## src/rtl/rect_gen_pkg.sv

```systemverilog
// Shared types and constants for the rectangle point generator.
package rect_gen_pkg;

  // Generator FSM states.
  typedef enum logic [1:0] {
    StIdle = 2'd0,
    StRun  = 2'd1,
    StDone = 2'd2
  } state_e;

  // Bit positions inside the 2-bit mode operand.
  localparam int unsigned MODE_OUTLINE_BIT  = 0;
  localparam int unsigned MODE_COLMAJOR_BIT = 1;

endpackage

```

## src/rtl/raster_scan_counter.sv

```systemverilog
// Inner/outer raster index pair. The inner index runs fastest; when
// skip_interior is set, interior outer lines visit only the first and last
// inner positions.
module raster_scan_counter #(
  parameter int unsigned WIDTH = 32
) (
  input  logic             i_clock,
  input  logic             i_reset_n,
  input  logic             i_clear,
  input  logic             i_advance,
  input  logic             i_skip_interior,
  input  logic [WIDTH-1:0] i_inner_lim,
  input  logic [WIDTH-1:0] i_outer_lim,
  output logic [WIDTH-1:0] o_inner,
  output logic [WIDTH-1:0] o_outer,
  output logic             o_last
);

  localparam logic [WIDTH-1:0] One = WIDTH'(1);

  logic [WIDTH-1:0] r_inner;
  logic [WIDTH-1:0] r_outer;
  logic [WIDTH-1:0] w_inner_max;
  logic [WIDTH-1:0] w_outer_max;
  logic             w_inner_end;
  logic             w_outer_end;
  logic             w_interior;

  // Limits are counts; the last valid index is one below.
  assign w_inner_max = i_inner_lim - One;
  assign w_outer_max = i_outer_lim - One;
  assign w_inner_end = (r_inner == w_inner_max);
  assign w_outer_end = (r_outer == w_outer_max);
  assign w_interior  = (r_outer != '0) && !w_outer_end;

  assign o_inner = r_inner;
  assign o_outer = r_outer;
  assign o_last  = w_inner_end && w_outer_end;

  // Step the index pair on each accepted point; clear restarts at the origin.
  always_ff @(posedge i_clock or negedge i_reset_n) begin
    if (!i_reset_n) begin
      r_inner <= '0;
      r_outer <= '0;
    end else if (i_clear) begin
      r_inner <= '0;
      r_outer <= '0;
    end else if (i_advance) begin
      if (w_inner_end) begin
        r_inner <= '0;
        r_outer <= r_outer + One;
      end else if (i_skip_interior && w_interior && (r_inner == '0)) begin
        // Interior line of an outline: jump straight to the far edge.
        r_inner <= w_inner_max;
      end else begin
        r_inner <= r_inner + One;
      end
    end
  end

endmodule

```

## src/rtl/rect_stream_gen.sv

```systemverilog
// Streams the coordinates of an axis-aligned rectangle (filled or outline,
// row- or column-major) over a valid/ready handshake.
module rect_stream_gen #(
  parameter int unsigned WIDTH = 32
) (
  input  logic             i_clock,
  input  logic             i_reset_n,
  input  logic             i_start,
  input  logic [WIDTH-1:0] i_s_x,
  input  logic [WIDTH-1:0] i_s_y,
  input  logic [WIDTH-1:0] i_width,
  input  logic [WIDTH-1:0] i_height,
  input  logic [1:0]       i_mode,
  input  logic             i_ready,
  output logic [WIDTH-1:0] o_out0,
  output logic [WIDTH-1:0] o_out1,
  output logic             o_valid,
  output logic             o_done
);

  import rect_gen_pkg::*;

  state_e           r_state;
  logic [WIDTH-1:0] r_sx;
  logic [WIDTH-1:0] r_sy;
  logic [WIDTH-1:0] r_w;
  logic [WIDTH-1:0] r_h;
  logic [1:0]       r_mode;
  logic             r_valid;
  logic             r_done;

  logic             w_colmajor;
  logic             w_outline;
  logic [WIDTH-1:0] w_inner_lim;
  logic [WIDTH-1:0] w_outer_lim;
  logic [WIDTH-1:0] w_inner;
  logic [WIDTH-1:0] w_outer;
  logic [WIDTH-1:0] w_col;
  logic [WIDTH-1:0] w_row;
  logic             w_last;
  logic             w_hs;
  logic             w_start_ok;
  logic             w_zero;

  assign w_colmajor  = r_mode[MODE_COLMAJOR_BIT];
  assign w_outline   = r_mode[MODE_OUTLINE_BIT];
  assign w_inner_lim = w_colmajor ? r_h : r_w;
  assign w_outer_lim = w_colmajor ? r_w : r_h;
  assign w_col       = w_colmajor ? w_outer : w_inner;
  assign w_row       = w_colmajor ? w_inner : w_outer;

  assign w_hs       = r_valid && i_ready;
  assign w_start_ok = i_start && (r_state != StRun);
  assign w_zero     = (i_width == '0) || (i_height == '0);

  // Coordinates are the latched origin plus the current index, mod 2^WIDTH.
  assign o_out0  = r_sx + w_col;
  assign o_out1  = r_sy + w_row;
  assign o_valid = r_valid;
  assign o_done  = r_done;

  // Index pair is frozen on the final point so outputs hold it in DONE.
  raster_scan_counter #(
    .WIDTH(WIDTH)
  ) u_scan (
    .i_clock        (i_clock),
    .i_reset_n      (i_reset_n),
    .i_clear        (w_start_ok),
    .i_advance      (w_hs && !w_last),
    .i_skip_interior(w_outline),
    .i_inner_lim    (w_inner_lim),
    .i_outer_lim    (w_outer_lim),
    .o_inner        (w_inner),
    .o_outer        (w_outer),
    .o_last         (w_last)
  );

  // Control FSM: operand latch on start, valid/done sequencing.
  always_ff @(posedge i_clock or negedge i_reset_n) begin
    if (!i_reset_n) begin
      r_state <= StIdle;
      r_sx    <= '0;
      r_sy    <= '0;
      r_w     <= '0;
      r_h     <= '0;
      r_mode  <= '0;
      r_valid <= 1'b0;
      r_done  <= 1'b0;
    end else begin
      unique case (r_state)
        StIdle, StDone: begin
          if (i_start) begin
            r_sx   <= i_s_x;
            r_sy   <= i_s_y;
            r_w    <= i_width;
            r_h    <= i_height;
            r_mode <= i_mode;
            if (w_zero) begin
              r_state <= StDone;
              r_valid <= 1'b0;
              r_done  <= 1'b1;
            end else begin
              r_state <= StRun;
              r_valid <= 1'b1;
              r_done  <= 1'b0;
            end
          end
        end
        StRun: begin
          if (w_hs && w_last) begin
            r_state <= StDone;
            r_valid <= 1'b0;
            r_done  <= 1'b1;
          end
        end
        default: begin
          r_state <= StIdle;
          r_valid <= 1'b0;
          r_done  <= 1'b0;
        end
      endcase
    end
  end

endmodule
```

## config.mk

```make
export PLATFORM = sky130hd
export DESIGN_NAME = rect_stream_gen
export DESIGN_NICKNAME = d
export VERILOG_FILES = /design/src/rtl/rect_gen_pkg.sv /design/src/rtl/raster_scan_counter.sv /design/src/rtl/rect_stream_gen.sv
export SDC_FILE = /design/constraint.sdc
export NUM_CORES = 1
export LEC_CHECK = 0
export CAP_MARGIN = 15
export CORE_MARGIN = 2
export CORE_UTILIZATION = 55
export CTS_BUF_LIST = sky130_fd_sc_hd__clkbuf_4 sky130_fd_sc_hd__clkbuf_8 sky130_fd_sc_hd__clkbuf_16
export DETAILED_ROUTE_END_ITERATION = 16
export GPL_TIMING_DRIVEN = 0
export PLACE_DENSITY = 0.77
export SLEW_MARGIN = 10
export SYNTH_ARGS = -nofsm -noshare
export SYNTH_HDL_FRONTEND = slang
export SYNTH_HIERARCHICAL = 1
export SYNTH_SLANG_ARGS = --single-unit
```

## constraint.sdc

```tcl
create_clock -name i_clock -period 11.05 [get_ports i_clock]
set_clock_uncertainty 0.15 [all_clocks]
set_input_delay 1.6575 -clock i_clock [delete_from_list [all_inputs] [get_ports i_clock]]
set_output_delay 1.6575 -clock i_clock [all_outputs]
set_load 0.01 [all_outputs]
```

# After elaboration in Yosys (flattened, before gate mapping)
# Cells that the tools add are included.
# word_totals
register_bits,198
input_bits,134
word_cells,68
# op_classes
n_addsub,6
n_eq_ne,7
mux,23
n_reduce_logical,22
# ops
operator,n
$mux W32,11
$logic_not A32 Y1,3
$add A32 B1 Y32 const B,2
$add A32 B32 Y32,2
$eq A32 B32 Y1,2
$sub A32 B1 Y32 const B,2
$reduce_bool A32 Y1,1
$logic_and A1 B1 Y1,8
$mux W1,6
$mux W2,3
$reduce_and A2 Y1,3
$ne A2 B2 Y1 const B,2
$pmux W1 S2,2
$pmux W2 S2,1
$reduce_bool A2 Y1,2
$eq A2 B1 Y1 const B,1
$eq A2 B2 Y1 const B,1
$logic_not A1 Y1,2
$logic_not A2 Y1,1
$ne A2 B1 Y1 const B,1
$reduce_or A2 Y1,1
$logic_or A1 B1 Y1,1

# Longest topological paths before layout
# depth
depth_word,11
depth_mapped,20

# Cells and area by module
# Netlist, hierarchy kept.
# modules_own_cells
mod,instances,cells_per_inst,area_per_inst_um2
rect_stream_gen,1,1221,10184.8
raster_scan_counter,1,997,7435.9

# Least setup slack after synthesis
# OpenSTA, ideal clock, no wires.
# synth_timing
kind,flip-flop to flip-flop
startpoint,register r_mode[1]
endpoint,register u_scan.r_outer[1] (netlist: u_scan/o_outer[1])
arrival_time_ps,5323
required_ps,10768
setup_slack_ps,5445
path_stages_with_launch,21
n_path_buf,7
synth_period_minus_slack_ps,5605
path_cell_list,dfrtp_1 clkbuf_1 clkbuf_1 mux2_2 buf_6 or3_1 buf_2 or4_4 buf_6 or4_4 a211oi_2 o2111ai_2 nor4_4 nand3_1 nor2_1 and3b_1 nand4_2 clkbuf_1 clkbuf_1 mux2i_1 nor2_1
# synth_via
elab_chain_cells,8
word_cells_on_any_way,12
classes_between,add/sub (2); eq/ne (2); mux (2); reduce/logical (6)
# synth_lines
item,line_no,rtl
"start, declared",rect_stream_gen.sv:28,logic [1:0] r_mode;
"start signal, assigned",rect_stream_gen.sv:97,r_mode <= i_mode;
$mux W32,rect_stream_gen.sv:47,assign w_inner_lim = w_colmajor ? r_h : r_w;
via w_inner_lim[8],rect_stream_gen.sv:34,logic [WIDTH-1:0] w_inner_lim;
$sub A32 B1 Y32,raster_scan_counter.sv:30,assign w_inner_max = i_inner_lim - One;
$eq A32 B32 Y1,raster_scan_counter.sv:32,assign w_inner_end = (r_inner == w_inner_max);
$logic_and A1 B1 Y1,raster_scan_counter.sv:38,assign o_last = w_inner_end && w_outer_end;
via w_last,rect_stream_gen.sv:40,logic w_last;
$logic_not A1 Y1,rect_stream_gen.sv:69,".i_advance (w_hs && !w_last),"
$logic_and A1 B1 Y1,rect_stream_gen.sv:69,
$reduce_bool A2 Y1 (no source line),-,
$reduce_and A2 Y1 (no source line),-,
"end signal, assigned",raster_scan_counter.sv:51,r_outer <= r_outer + One;
"end, declared",raster_scan_counter.sv:22,logic [WIDTH-1:0] r_outer;
# The timed path passes the listed nets, and every way through them passes these cells.
# A chain may end at the register's enable or synchronous reset.

# Worst setup path after layout
# Ends and elaborated chain as after synthesis.

==> results.txt <==
In this run the worst hold path is classified as flop to flop. The number of global-route vias before repair was 17,900; the die area was 0.0335 sq mm. The post-cts sizing count was 0. The core region is 0.0316 sq mm. The logs give 2.03 mW for the total power and 0.399 for the overall fraction of global-route tracks in use. The area of combinational cells with multiple inputs was 0.0119 sq mm.

The run gives 0.00490 sq mm as the flip-flop and latch area. For the first-pass detailed-route iteration total, the log shows 6. The cts-stage hold buffer count came out at 0. In the final routed layout, each cell accounts on average for 23.6 um. The post-layout worst setup margin came out at 3.26 ns. Measured along the y axis, the die boundary spans 183 um.

The final count of hold timing violations is 0, and the sequential-to-total area share from yosys stat is 0.278. TritonCTS built the clock tree. The share of the clock period used by the worst path after layout is 0.705, and the largest net degree at the start of global routing is 97. Synthesis produced a netlist with a net count of 2,422. The maximum number of buffers from clock root to sink is 2, and the number of enable flip-flop cells after synthesis is 0. Startpoint-to-endpoint class of the critical path: flop to flop. The tools report the total of max-cap violations as 0. The final layout contains 2,642 nets. The number of pins with negative max-slew slack in the final report is 0, and the overall die width is 183 um. The area share of the largest cell type after synthesis was 0.278.

For the final cell count without fillers, the log shows 2,852. The clock period could shrink to 7.79 ns. The share of final-layout standard cells stronger than drive strength 1 was 0.0980; the CTS clock-pin slew for the worst setup and hold paths was 0.08 ns. For this block, the via count after detailed routing is 18,800. Clock latency reported for the late side of the worst-skew pair: 0.46 ns.

Derived from the worst setup path, the maximum achievable clock frequency is 128 MHz. STA puts the critical path data required time at 11.22 ns. For the distinct cell type count of the synthesized netlist, the log shows 100. For this run, the leading register cell type out of synthesis is sky130_fd_sc_hd__dfrtp_1.

The tools report the sort of element at the start of the critical path as a flop. The number of warning messages in the yosys log was 6. Port buffering added 199 buffers.

For the summed instance area of the synthesized netlist, the log shows 0.0176 sq mm. The run finished with clean final reports. In this run the mean area of a mapped cell was 7.94 sq um. The starting density of the core is 0.558.

The first routing iteration left 1,878 violations. Synthesis inferred 196 register bits. The via density per instance came out at 6.61.

Setup violations remaining at the end of the flow were counted as 0. After legalization and detailed placement, the total HPWL measured 53.1 mm. The count of antenna-violating nets left after detailed routing is 0, and the number of core rows is 65.

For this block, the routed nets add up to 67.4 mm of wire. IR analysis of the VDD net gives a maximum drop of 113 uV. For the total negative slack for setup checks, the log shows 0 ns. Timing analysis after detailed placement gives a worst setup slack of 3.53 ns. After detailed routing, the number of remaining DRC violations is 0.

For this run the aggregate overflow at the end of global routing stands at 0. The tools report the total non-filler cell area in the finished layout as 0.0208 sq mm. The biggest area contributor in the post-synthesis netlist is sky130_fd_sc_hd__dfrtp_1. Dividing total power by cell area gives a power density of 97.6 mW/mm^2. The share of synthesized flip-flops with an asynchronous set or reset is 1.00, and the relative slew slack is 0.244.

The logs give 0 for the initial antenna violation count and 200 for the number of top-level pins. The number of clock buffers added by TritonCTS is 17. The post-CTS repair timing setup buffer count is 0. The first global-routing pass estimated 102 mm of wire. After technology mapping, the gate count stands at 2,218. The logs give 9.10 nW for the reported leakage power and 0.0202 sq mm for the post-place instance area. Setup repair after global routing left no endpoint under its margin. The root buffer cell is sky130_fd_sc_hd__clkbuf_16. At the pin with the least slew margin, the transition time is 1.12 ns.

The tools report the element type at the critical path end as a flop. Once placement completed, the tool counted placed cells totaling 2,821. STA puts the critical path data arrival time at 7.96 ns.

Sorting the synthesized cells by area gives the leading types as sky130_fd_sc_hd__dfrtp_1 28%, sky130_fd_sc_hd__nand2_1 11%, sky130_fd_sc_hd__mux2_2 8.2%, sky130_fd_sc_hd__ha_1 4.8%, sky130_fd_sc_hd__xnor2_1 3.8%. The tools report the worst slack on hold paths as 0.340 ns. The critical-path maximum fanout came out at 10. The H-tree generated during clock tree synthesis spans 4 levels. The filler cells instantiated in the layout total 2,747. The number of diodes is 0. The layout overhead on the synthesized area is 17.8%.

The number of sinks driven by the clock tree is 196. At the end of routability-driven placement, the weighted congestion stood at 0.997. The post-layout utilization of the core is 0.658.
Yosys cell counts (all sizes together), types with 53 or more instances:
cell type / count
xnor2: 77
nand2: 521
clkbuf: 113
a21oi: 102
nor2: 110
nand3: 61
inv: 53
dfrtp: 196
nand4: 57
mux2: 128
ha: 68
o21ai: 62
xor2: 60
nor4: 68
where the power goes:
group / total [mW] / internal [mW] / switching [mW] / leakage (nW)
Sequential: 0.781 / 0.749 / 0.0329 / 2.56
Combinational: 0.600 / 0.260 / 0.340 / 6.26
Clock: 0.644 / 0.327 / 0.317 / 0.284
path summary, 6_finish.rpt:
kind | cells past startpoint | slack, ns | end | start
max | 20 | 3.26 | u_scan/o_outer[1] | r_mode[1]
min | 2 | 0.34 | r_sx[22] | r_sx[22]
max reg2reg | 20 | 3.26 | u_scan/o_outer[1] | r_mode[1]
min reg2reg | 2 | 0.34 | r_sx[22] | r_sx[22]
max in group asynchronous | 3 | 8.69 | r_sy[6] | i_reset_n
min in group asynchronous | 1 | 0.86 | r_w[30] | i_reset_n
layout by cell type, fill, tap and decap left out, types with 32 or more instances in the layout:
master / Yosys / final
sky130_fd_sc_hd__o211ai_1: 32 / 32
sky130_fd_sc_hd__nor4_1: 64 / 64
sky130_fd_sc_hd__nand4_1: 56 / 56
sky130_fd_sc_hd__nor2_1: 110 / 110
sky130_fd_sc_hd__nand2_1: 521 / 521
sky130_fd_sc_hd__xor2_1: 60 / 60
sky130_fd_sc_hd__ha_1: 68 / 68
sky130_fd_sc_hd__a21oi_1: 96 / 96
sky130_fd_sc_hd__clkdlybuf4s50_1: 0 / 198
sky130_fd_sc_hd__a21o_1: 33 / 33
sky130_fd_sc_hd__or4_1: 37 / 37
sky130_fd_sc_hd__o21ai_0: 57 / 57
sky130_fd_sc_hd__xnor2_1: 77 / 77
sky130_fd_sc_hd__nand3_1: 59 / 59
sky130_fd_sc_hd__dfrtp_1: 196 / 196
sky130_fd_sc_hd__nor3_1: 38 / 38
sky130_fd_sc_hd__inv_1: 53 / 53
sky130_fd_sc_hd__clkbuf_1: 112 / 112
sky130_fd_sc_hd__mux2_2: 128 / 128
logic make-up (layout without fill, tap and decap cells):
logic type | after synthesis | in the layout | share of synthesized area
mux | 136 | 136 | 0.0863
buf+inv | 189 | 421 | 0.0438
compound gates | 430 | 430 | 0.175
simple gates | 1054 | 1054 | 0.290
flops | 196 | 196 | 0.278
fa+ha+maj | 70 | 70 | 0.0506
xor+xnor | 143 | 143 | 0.0758
critical path: stages, from the launching register on:
cell and delay, ns:
sky130_fd_sc_hd__dfrtp_1 0.40, sky130_fd_sc_hd__clkbuf_1 0.57, sky130_fd_sc_hd__clkbuf_1 0.62, sky130_fd_sc_hd__mux2_2 0.46, sky130_fd_sc_hd__inv_1 0.09, sky130_fd_sc_hd__ha_1 0.24
sky130_fd_sc_hd__or4b_1 0.44, sky130_fd_sc_hd__buf_1 0.22, sky130_fd_sc_hd__nor4_2 0.78, sky130_fd_sc_hd__nand3b_1 0.30, sky130_fd_sc_hd__a311oi_1 0.36, sky130_fd_sc_hd__nand4_1 0.14
sky130_fd_sc_hd__nor4_2 0.67, sky130_fd_sc_hd__nand3_1 0.35, sky130_fd_sc_hd__nor2_1 0.23, sky130_fd_sc_hd__and3b_1 0.23, sky130_fd_sc_hd__nand4_2 0.23, sky130_fd_sc_hd__clkbuf_1 0.39
sky130_fd_sc_hd__clkbuf_1 0.44, sky130_fd_sc_hd__mux2i_1 0.26, sky130_fd_sc_hd__nor2_1 0.06
metal layers:
metal | global-route usage | wire length [um] | vias to the layer above | share of wire
li1 | - | - | 8511 | -
met5 | 0 | 0 | - | 0
met4 | 0.168 | 3220 | 0 | 0.048
met2 | 0.620 | 29700 | 1177 | 0.44
met1 | 0.541 | 27200 | 8962 | 0.40
met3 | 0.0844 | 7290 | 189 | 0.11
registers in the layout, summed over array words and instances, names as in the netlist:
name            cells
r_h                32
r_mode              2
r_state             2
r_sx               32
r_sy               32
r_w                32
u_scan/o_inner     32
u_scan/o_outer     32
area by class of cell:
cell class	count	share of cell area
clock buffer	19	0.0218
buffer	136	0.0276
sequential	196	0.236
timing repair buffer	201	0.0989
multi-input combinational	1833	0.576
tap	402	0.0242
inverter	53	0.00959
clock inverter	12	0.00585
Power figures use the tool's default switching activity.
